$ cat config.mk
export PLATFORM = sky130hd
export DESIGN_NAME = uart_axil_bridge
export DESIGN_NICKNAME = d
export VERILOG_FILES = /design/src/rtl/uart_axil_bridge.sv
export SDC_FILE = /design/constraint.sdc
export NUM_CORES = 1
export LEC_CHECK = 0
export CORE_UTILIZATION = 32
export CTS_CLUSTER_SIZE = 40
export DETAILED_ROUTE_END_ITERATION = 10
export PLACE_DENSITY = 0.88
export SLEW_MARGIN = 15
export SYNTH_ARGS = -nofsm -noshare
export SYNTH_HDL_FRONTEND = slang
export SYNTH_SLANG_ARGS = --single-unit
$ cat constraint.sdc
create_clock -name clk -period 4.3 [get_ports clk]
set_input_delay 0.43 -clock clk [delete_from_list [all_inputs] [get_ports clk]]
set_output_delay 0.43 -clock clk [all_outputs]
set_load 0.005 [all_outputs]
$ cat src/rtl/uart_axil_bridge.sv
// uart_axil_bridge: byte-stream to AXI-Lite master bridge for a UART slave.
// After reset the baud divisor (DVSR_INIT) is written to 0x01, then the bridge
// idles. A status read of 0x03 precedes every TX write. Bit 9 of that word is
// tx_full and bit 8 is rx_empty. A byte is written to 0x02 only when the slave
// reports room for it.
// Optional macro UART_BRIDGE_RX_EN enables the RX path: idle polling every
// POLL_INTERVAL clocks, with received bytes presented on m_rx_*. Without it,
// reads happen only for TX and m_rx_* are tied to 0.
// Ports:
//   clk, resetn       clock, asynchronous active-high reset
//   s_tx_*            TX byte stream in (valid/ready, one-cycle ready pulse)
//   m_rx_*            RX byte stream out (valid/ready)
//   o_cfg_done        divisor has been written since reset
//   m_axi_*           AXI-Lite master, one transaction outstanding
module uart_axil_bridge #(
  parameter int unsigned ADDR_WIDTH    = 32,
  parameter int unsigned DATA_WIDTH    = 32,
  parameter int unsigned DVSR_INIT     = 650,
  parameter int unsigned POLL_INTERVAL = 64
) (
  input  logic                  clk,
  input  logic                  resetn,
  input  logic [7:0]            s_tx_data,
  input  logic                  s_tx_valid,
  output logic                  s_tx_ready,
  output logic [7:0]            m_rx_data,
  output logic                  m_rx_valid,
  input  logic                  m_rx_ready,
  output logic                  o_cfg_done,
  output logic [ADDR_WIDTH-1:0] m_axi_awaddr,
  output logic                  m_axi_awvalid,
  input  logic                  m_axi_awready,
  output logic [DATA_WIDTH-1:0] m_axi_wdata,
  output logic [3:0]            m_axi_wstrb,
  output logic                  m_axi_wvalid,
  input  logic                  m_axi_wready,
  input  logic                  m_axi_bvalid,
  output logic                  m_axi_bready,
  output logic [ADDR_WIDTH-1:0] m_axi_araddr,
  output logic                  m_axi_arvalid,
  input  logic                  m_axi_arready,
  input  logic [DATA_WIDTH-1:0] m_axi_rdata,
  input  logic                  m_axi_rvalid,
  output logic                  m_axi_rready
);

  localparam logic [ADDR_WIDTH-1:0] AddrDvsr = ADDR_WIDTH'(1);
  localparam logic [ADDR_WIDTH-1:0] AddrTx   = ADDR_WIDTH'(2);
  localparam logic [ADDR_WIDTH-1:0] AddrStat = ADDR_WIDTH'(3);
  localparam logic [DATA_WIDTH-1:0] DvsrWord = DATA_WIDTH'(DVSR_INIT);

  typedef enum logic [3:0] {
    StCfgAw, StCfgW, StCfgB, StIdle, StRdAr, StRdR, StWrAw, StWrW, StWrB
  } state_e;

  state_e      state_q, state_d;
  logic [7:0]  tx_byte_q, tx_byte_d;
  logic        cfg_done_q, cfg_done_d;
  logic        start_rd;

  assign o_cfg_done  = cfg_done_q;
  assign m_axi_wstrb = 4'b1111;

`ifdef UART_BRIDGE_RX_EN
  localparam int unsigned PollW = (POLL_INTERVAL > 1) ? $clog2(POLL_INTERVAL) : 1;
  localparam logic [PollW-1:0] PollMax = PollW'(POLL_INTERVAL - 1);

  logic [PollW-1:0] poll_q, poll_d;
  logic             rx_valid_q, rx_valid_d;
  logic [7:0]       rx_data_q, rx_data_d;
  logic             unused_rdata;

  // A held RX byte blocks all reads so the slave never pops a byte we cannot store.
  assign start_rd = (state_q == StIdle) && !rx_valid_q && (s_tx_valid || (poll_q == PollMax));

  always_comb begin
    poll_d     = poll_q;
    rx_valid_d = rx_valid_q;
    rx_data_d  = rx_data_q;
    if (start_rd) begin
      poll_d = '0;
    end else if ((state_q == StIdle) && (poll_q != PollMax)) begin
      poll_d = poll_q + PollW'(1);
    end
    if (rx_valid_q && m_rx_ready) begin
      rx_valid_d = 1'b0;
    end
    if ((state_q == StRdR) && m_axi_rvalid && !m_axi_rdata[8]) begin
      rx_valid_d = 1'b1;
      rx_data_d  = m_axi_rdata[7:0];
    end
  end

  always_ff @(posedge clk or posedge resetn) begin
    if (resetn) begin
      poll_q     <= '0;
      rx_valid_q <= 1'b0;
      rx_data_q  <= 8'h00;
    end else begin
      poll_q     <= poll_d;
      rx_valid_q <= rx_valid_d;
      rx_data_q  <= rx_data_d;
    end
  end

  assign m_rx_valid   = rx_valid_q;
  assign m_rx_data    = rx_data_q;
  assign unused_rdata = ^m_axi_rdata[DATA_WIDTH-1:10];
`else
  logic unused_rdata;

  assign start_rd     = (state_q == StIdle) && s_tx_valid;
  assign m_rx_valid   = 1'b0;
  assign m_rx_data    = 8'h00;
  assign unused_rdata = ^{m_rx_ready, m_axi_rdata[DATA_WIDTH-1:10], m_axi_rdata[8:0],
                          32'(POLL_INTERVAL)};
`endif

  always_ff @(posedge clk or posedge resetn) begin
    if (resetn) begin
      state_q    <= StCfgAw;
      tx_byte_q  <= 8'h00;
      cfg_done_q <= 1'b0;
    end else begin
      state_q    <= state_d;
      tx_byte_q  <= tx_byte_d;
      cfg_done_q <= cfg_done_d;
    end
  end

  always_comb begin
    state_d    = state_q;
    tx_byte_d  = tx_byte_q;
    cfg_done_d = cfg_done_q;
    unique case (state_q)
      StCfgAw: if (m_axi_awready) state_d = StCfgW;
      StCfgW:  if (m_axi_wready)  state_d = StCfgB;
      StCfgB: begin
        if (m_axi_bvalid) begin
          state_d    = StIdle;
          cfg_done_d = 1'b1;
        end
      end
      StIdle:  if (start_rd)      state_d = StRdAr;
      StRdAr:  if (m_axi_arready) state_d = StRdR;
      StRdR: begin
        if (m_axi_rvalid) begin
          // Latch the byte here so the write is immune to later s_tx_data changes.
          if (s_tx_valid && !m_axi_rdata[9]) begin
            state_d   = StWrAw;
            tx_byte_d = s_tx_data;
          end else begin
            state_d = StIdle;
          end
        end
      end
      StWrAw:  if (m_axi_awready) state_d = StWrW;
      StWrW:   if (m_axi_wready)  state_d = StWrB;
      StWrB:   if (m_axi_bvalid)  state_d = StIdle;
      default: state_d = StCfgAw;
    endcase
  end

  // Outputs are gated by reset so every valid drops the instant reset asserts.
  always_comb begin
    m_axi_awvalid = 1'b0;
    m_axi_awaddr  = '0;
    m_axi_wvalid  = 1'b0;
    m_axi_wdata   = '0;
    m_axi_bready  = 1'b0;
    m_axi_arvalid = 1'b0;
    m_axi_araddr  = '0;
    m_axi_rready  = 1'b0;
    s_tx_ready    = 1'b0;
    if (!resetn) begin
      unique case (state_q)
        StCfgAw: begin
          m_axi_awvalid = 1'b1;
          m_axi_awaddr  = AddrDvsr;
        end
        StCfgW: begin
          m_axi_wvalid = 1'b1;
          m_axi_wdata  = DvsrWord;
        end
        StCfgB:  m_axi_bready = 1'b1;
        StIdle:  ;
        StRdAr: begin
          m_axi_arvalid = 1'b1;
          m_axi_araddr  = AddrStat;
        end
        StRdR:   m_axi_rready = 1'b1;
        StWrAw: begin
          m_axi_awvalid = 1'b1;
          m_axi_awaddr  = AddrTx;
        end
        StWrW: begin
          m_axi_wvalid = 1'b1;
          m_axi_wdata  = {{(DATA_WIDTH-8){1'b0}}, tx_byte_q};
        end
        StWrB: begin
          m_axi_bready = 1'b1;
          s_tx_ready   = m_axi_bvalid;
        end
        default: ;
      endcase
    end
  end

endmodule
======== After elaboration in Yosys (flattened, before gate mapping) ========
Cells that the tools add are included.
word-level totals
  flip-flop bits (word level) ............. 13
  output and inout bits ................... 116
operators by class
  equal/unequal tests ..................... 16
  multiplexer cells ....................... 28
  reductions and logical operators ........ 10
operators by type and width
  operator                                                number
  2-to-1 mux 4 bit                                        8
  case mux 4 bit (8 select lines)                         1
  case mux 10 bit (2 select lines)                        1
  == test 4 x 3 -> 1 bit (second input constant)          4
  inequality test 2 bit (second input constant)           7
  2-to-1 mux 1 bit                                        12
  2-to-1 mux 10 bit                                       1
  == test 4 x 2 -> 1 bit (second input constant)          2
  AND reduction 8 bit                                     1
  2-to-1 mux 2 bit                                        3
  OR reduction 2 bit                                      3
  == test 4 x 1 -> 1 bit (second input constant)          1
  == test 4 bit (second input constant)                   1
  logical NOT 4 bit                                       1
  case mux 2 bit (2 select lines)                         1
  2-to-1 mux 3 bit                                        1
  AND reduction 3 bit                                     1
  logical AND 1 bit                                       2
  inequality test 2 x 1 -> 1 bit (second input constant)  1
  AND reduction 2 bit                                     1
  logical NOT 1 bit                                       1

======== Longest topological paths before layout ========
  depth in word-level cells ............... 5
  mapped depth ............................ 6
  depth with buffers taken out ............ 5

======== Worst setup path before layout ========
Ideal clock, no wire load.
  path type ............................... register to output
  start ................................... register state_q[3]
  end ..................................... output m_axi_wdata[1]
  arrival ................................. 1311 ps
  slack ................................... 2559 ps
  cell stages (with the launch flop) ...... 6
  cells stage by stage .................... dfrtp_1 -> clkbuf_1 -> nor2_1 -> nand2_1 -> nor3_1 -> a21o_1
between the ends
  cells in the longest elaborated chain, start to end .. 3
  elaborated cells on any way between the ends .. 4
  classes of those cells .................. 2 x eq/ne; 2 x mux
RTL lines
  item                                                                     line  RTL
  start, declared                                                          56    state_e state_q, state_d;
  start signal, assigned                                                   121   state_q <= StCfgAw;
  start signal, assigned                                                   125   state_q <= state_d;
  == test 4 x 3 -> 1 bit / == test 4 x 1 -> 1 bit (equally long branches)  176   unique case (state_q)
  case mux 10 bit (2 select lines) *                                       176
  2-to-1 mux 10 bit *                                                      175   if (!resetn) begin
  end, declared                                                            33    output logic [DATA_WIDTH-1:0] m_axi_wdata,
Every way passes the cells marked *; elsewhere a longest branch is shown, timed or not.

======== Worst setup path after layout ========
  start ................................... input resetn
  end ..................................... output m_axi_wdata[4]
between the ends
  cells in the longest elaborated chain, start to end .. 1
RTL lines
  item               line  RTL
  start, declared    22    input logic resetn,
  2-to-1 mux 10 bit  175
No other way between the ends.

==> impl_metrics.ini <==
[route]
viasPerCell = 3.583
drt-wirelength-per-cell_um = 9.385
wl_mm = 2.703
vias = 1032
dr.pass1.iters = 4
drcViolationCount = 0
drtIter0Drc = 9
ant_nets = 0

[setup_path]
worstPathArrival_ns = 2.26
crit_required_ns = 3.87
critPathMaxFanout = 8
reg2regPathDepth = 4
reg2reg_slack_ns = 2.12
crit_path_start_kind = primary input
crit_path_end_kind = primary output
crit_type = in2out
timing.rr.end = state_q[3]$_DFFE_PP0P_
regToRegStartpoint = state_q[1]$_DFFE_PP0P_

[timing]
finClkSkew_ns = 0.002309
hold_violations = 0
slew_headroom_pct = 62.24
tightestPinTransition_ns = 0.5612
fin_crit_sh_pct = 62.53
period_minus_slack_ns = 2.689
setup_viol = 0
rsz0062_at_grt = false
holdWs_ns = 0.4583
finalMaxSlewViolations = 0
finalSetupTns_ns = 0
max_freq_ghz = 0.3719

[global_routing]
grt_pass1_wl_mm = 3.774
gr-total-overflow = 0
antenna_found_initial = 0
grt_max_degree = 16
grt_pass1_vias = 799
grtUsageTotal_pct = 9.369

[floorplanning]
die_w_um = 73.08
core.rowCount = 25
die_y_um = 73.08
dieArea_um2 = 5340
initial_core_util_pct = 33.78
num_io_pins = 165
design.core.area_um2 = 4786

[logic_synthesis]
syn_avg_cell_area_um2 = 8.508
yosys-top-cells-area = buf_4 (46%), dfrtp_1 (20%), mux2_2 (5.6%)
synthesis.area_um2 = 1617
synth_top_flop_cell = dfrtp_1
synth_commonest_cells = buf_4 (100), dfrtp_1 (13), nor2_1 (13)
synthArstFlopShare_pct = 100.0
ys_ff_latch = 13
yosysTopAreaCellShare_pct = 46.44
ys_types = 33
synth.largest_area_cell = buf_4
ys_seq_area_share_pct = 20.12
ys_warn_count = 0
synth_cells = 190
synthMostInstantiatedCell = buf_4
synth_edf_count = 0

[pwr]
power_switching_mw = 0.3224
power_mw = 0.7928
comb_power_share_pct = 52.6
p_sw_share_pct = 40.67
peakVddDrop_v = 0.0002603
power.density_nw_per_um2 = 469.7
intPower_mw = 0.4704
p_leak_nw = 0.8572
p_seq_share_pct = 33.7
p_clk_share_pct = 13.7

[layout]
drive_gt1_share_pct = 9.050
area_delta_synth_final_pct = 4.412
nets = 271
fill_cells = 505
diodes = 0

[placed_design]
hpwl_mm = 2.179
gp_congestion = 0.7648
portBuffers = 36

[clocking]
htreeDepth = 1
clockBufferDepth = 2
cts_inserted_buffers = 3
cts.sinks = 13
root_buffer = clkbuf_8
clock_latency_ns = 0.24
cts_resized = 0
cts_tree = built
ctsHoldBuffers = 0
path_clk_slew_ns = 0.05
post_cts_buffers = 0

[run_status]
status = completed

[min_path]
hold_depth = 2
hold_class = reg2reg
whs_endpoint = o_cfg_done$_DFFE_PP0P_
min_from = o_cfg_done$_DFFE_PP0P_

[job]
cap_violations = 0
==> cell families after synthesis <==
kind of cell / Yosys count / share of synthesized area (%)
DFF: 13 / 20.12
and+or+nand+nor: 44 / 15.40
xor gates and xnor gates: 2 / 1.084
other: 2 / 0.4646
buffers and inverters: 106 / 48.37
muxes: 12 / 8.359
AOI/OAI and AO/OA: 11 / 6.192
==> power by group through the flow <==
stage          Combinational (mW)  Clock, mW  Sequential [mW]
3_5_place_dp                0.419          0            0.268
2_1_floorplan               0.421          0            0.208
5_1_grt                     0.465      0.119            0.281
6_report                    0.417      0.108            0.267
4_1_cts                     0.422      0.113            0.266
3_3_place_gp                0.404          0            0.260
==> layout by cell type, fill, tap and decap left out, types with 3 or more instances in the layout <==
master           synthesis  final
conb_1                   2     96
clkdlybuf4s50_1          0     36
nor2_1                  13     13
dfrtp_1                 13     13
mux2_2                   8      8
nand2_1                  5      5
and2_1                   5      5
mux2_1                   4      4
nor3_1                   4      4
nand2b_1                 3      3
inv_1                    3      3
a21o_1                   3      3
clkbuf_8                 0      3
==> stage by stage <==
step	area [um2]	instances	setup slack, ns	utilization [%]
6_report	1688	288	1.611	35.27
5_1_grt	1688	288	1.400	35.27
4_1_cts	1688	288	1.583	35.27
3_5_place_dp	1643	284	1.583	34.33
3_3_place_gp	1643	284	1.585	34.33
2_1_floorplan	1969	284	2.559	-
==> layer usage <==
layer | vias up | track usage [%] | part of all wire [%]
met2 | 72 | 15.12 | 51
met3 | 4 | 2.624 | 9.9
li1 | 479 | - | -
met5 | - | 0 | 0
met1 | 477 | 11.41 | 38
met4 | 0 | 4.575 | 1.2
==> worst max path at each step <==
stage	startpoint	endpoint	slack (ns)	cells past startpoint
finish	resetn	m_axi_wdata[4]	1.61	6
detailed placement	resetn	m_axi_wdata[4]	1.58	6
floorplan	state_q[3]$_DFFE_PP0P_	m_axi_wdata[1]	2.56	5
CTS	resetn	m_axi_wdata[4]	1.58	6
global placement	resetn	m_axi_wdata[5]	1.59	6
global route	state_q[3]$_DFFE_PP0P_	m_axi_wdata[4]	1.40	5
==> layout make-up <==
class | count | area [um2] | share of cell area (%)
flip-flops and latches | 13 | 325.3 | 19.27
well taps | 67 | 83.83 | 4.967
inverters | 3 | 11.26 | 0.6672
repair buffers | 36 | 360.3 | 21.35
clock buffers | 4 | 45.04 | 2.669
multi-input cells | 165 | 862.1 | 51.07
==> critical path, cell delays in order <==
cell and delay [ns]:
clkdlybuf4s50_1 0.44, nor2_1 0.13, nand2_1 0.14, nor2_1 0.42
and2_1 0.20, clkdlybuf4s50_1 0.50
==> registers in the layout (all words and copies together), names as in the netlist <==
signal and count:
tx_byte_q 8, state_q 4, o_cfg_done 1
No activity file was read; power rests on OpenSTA's default activity.
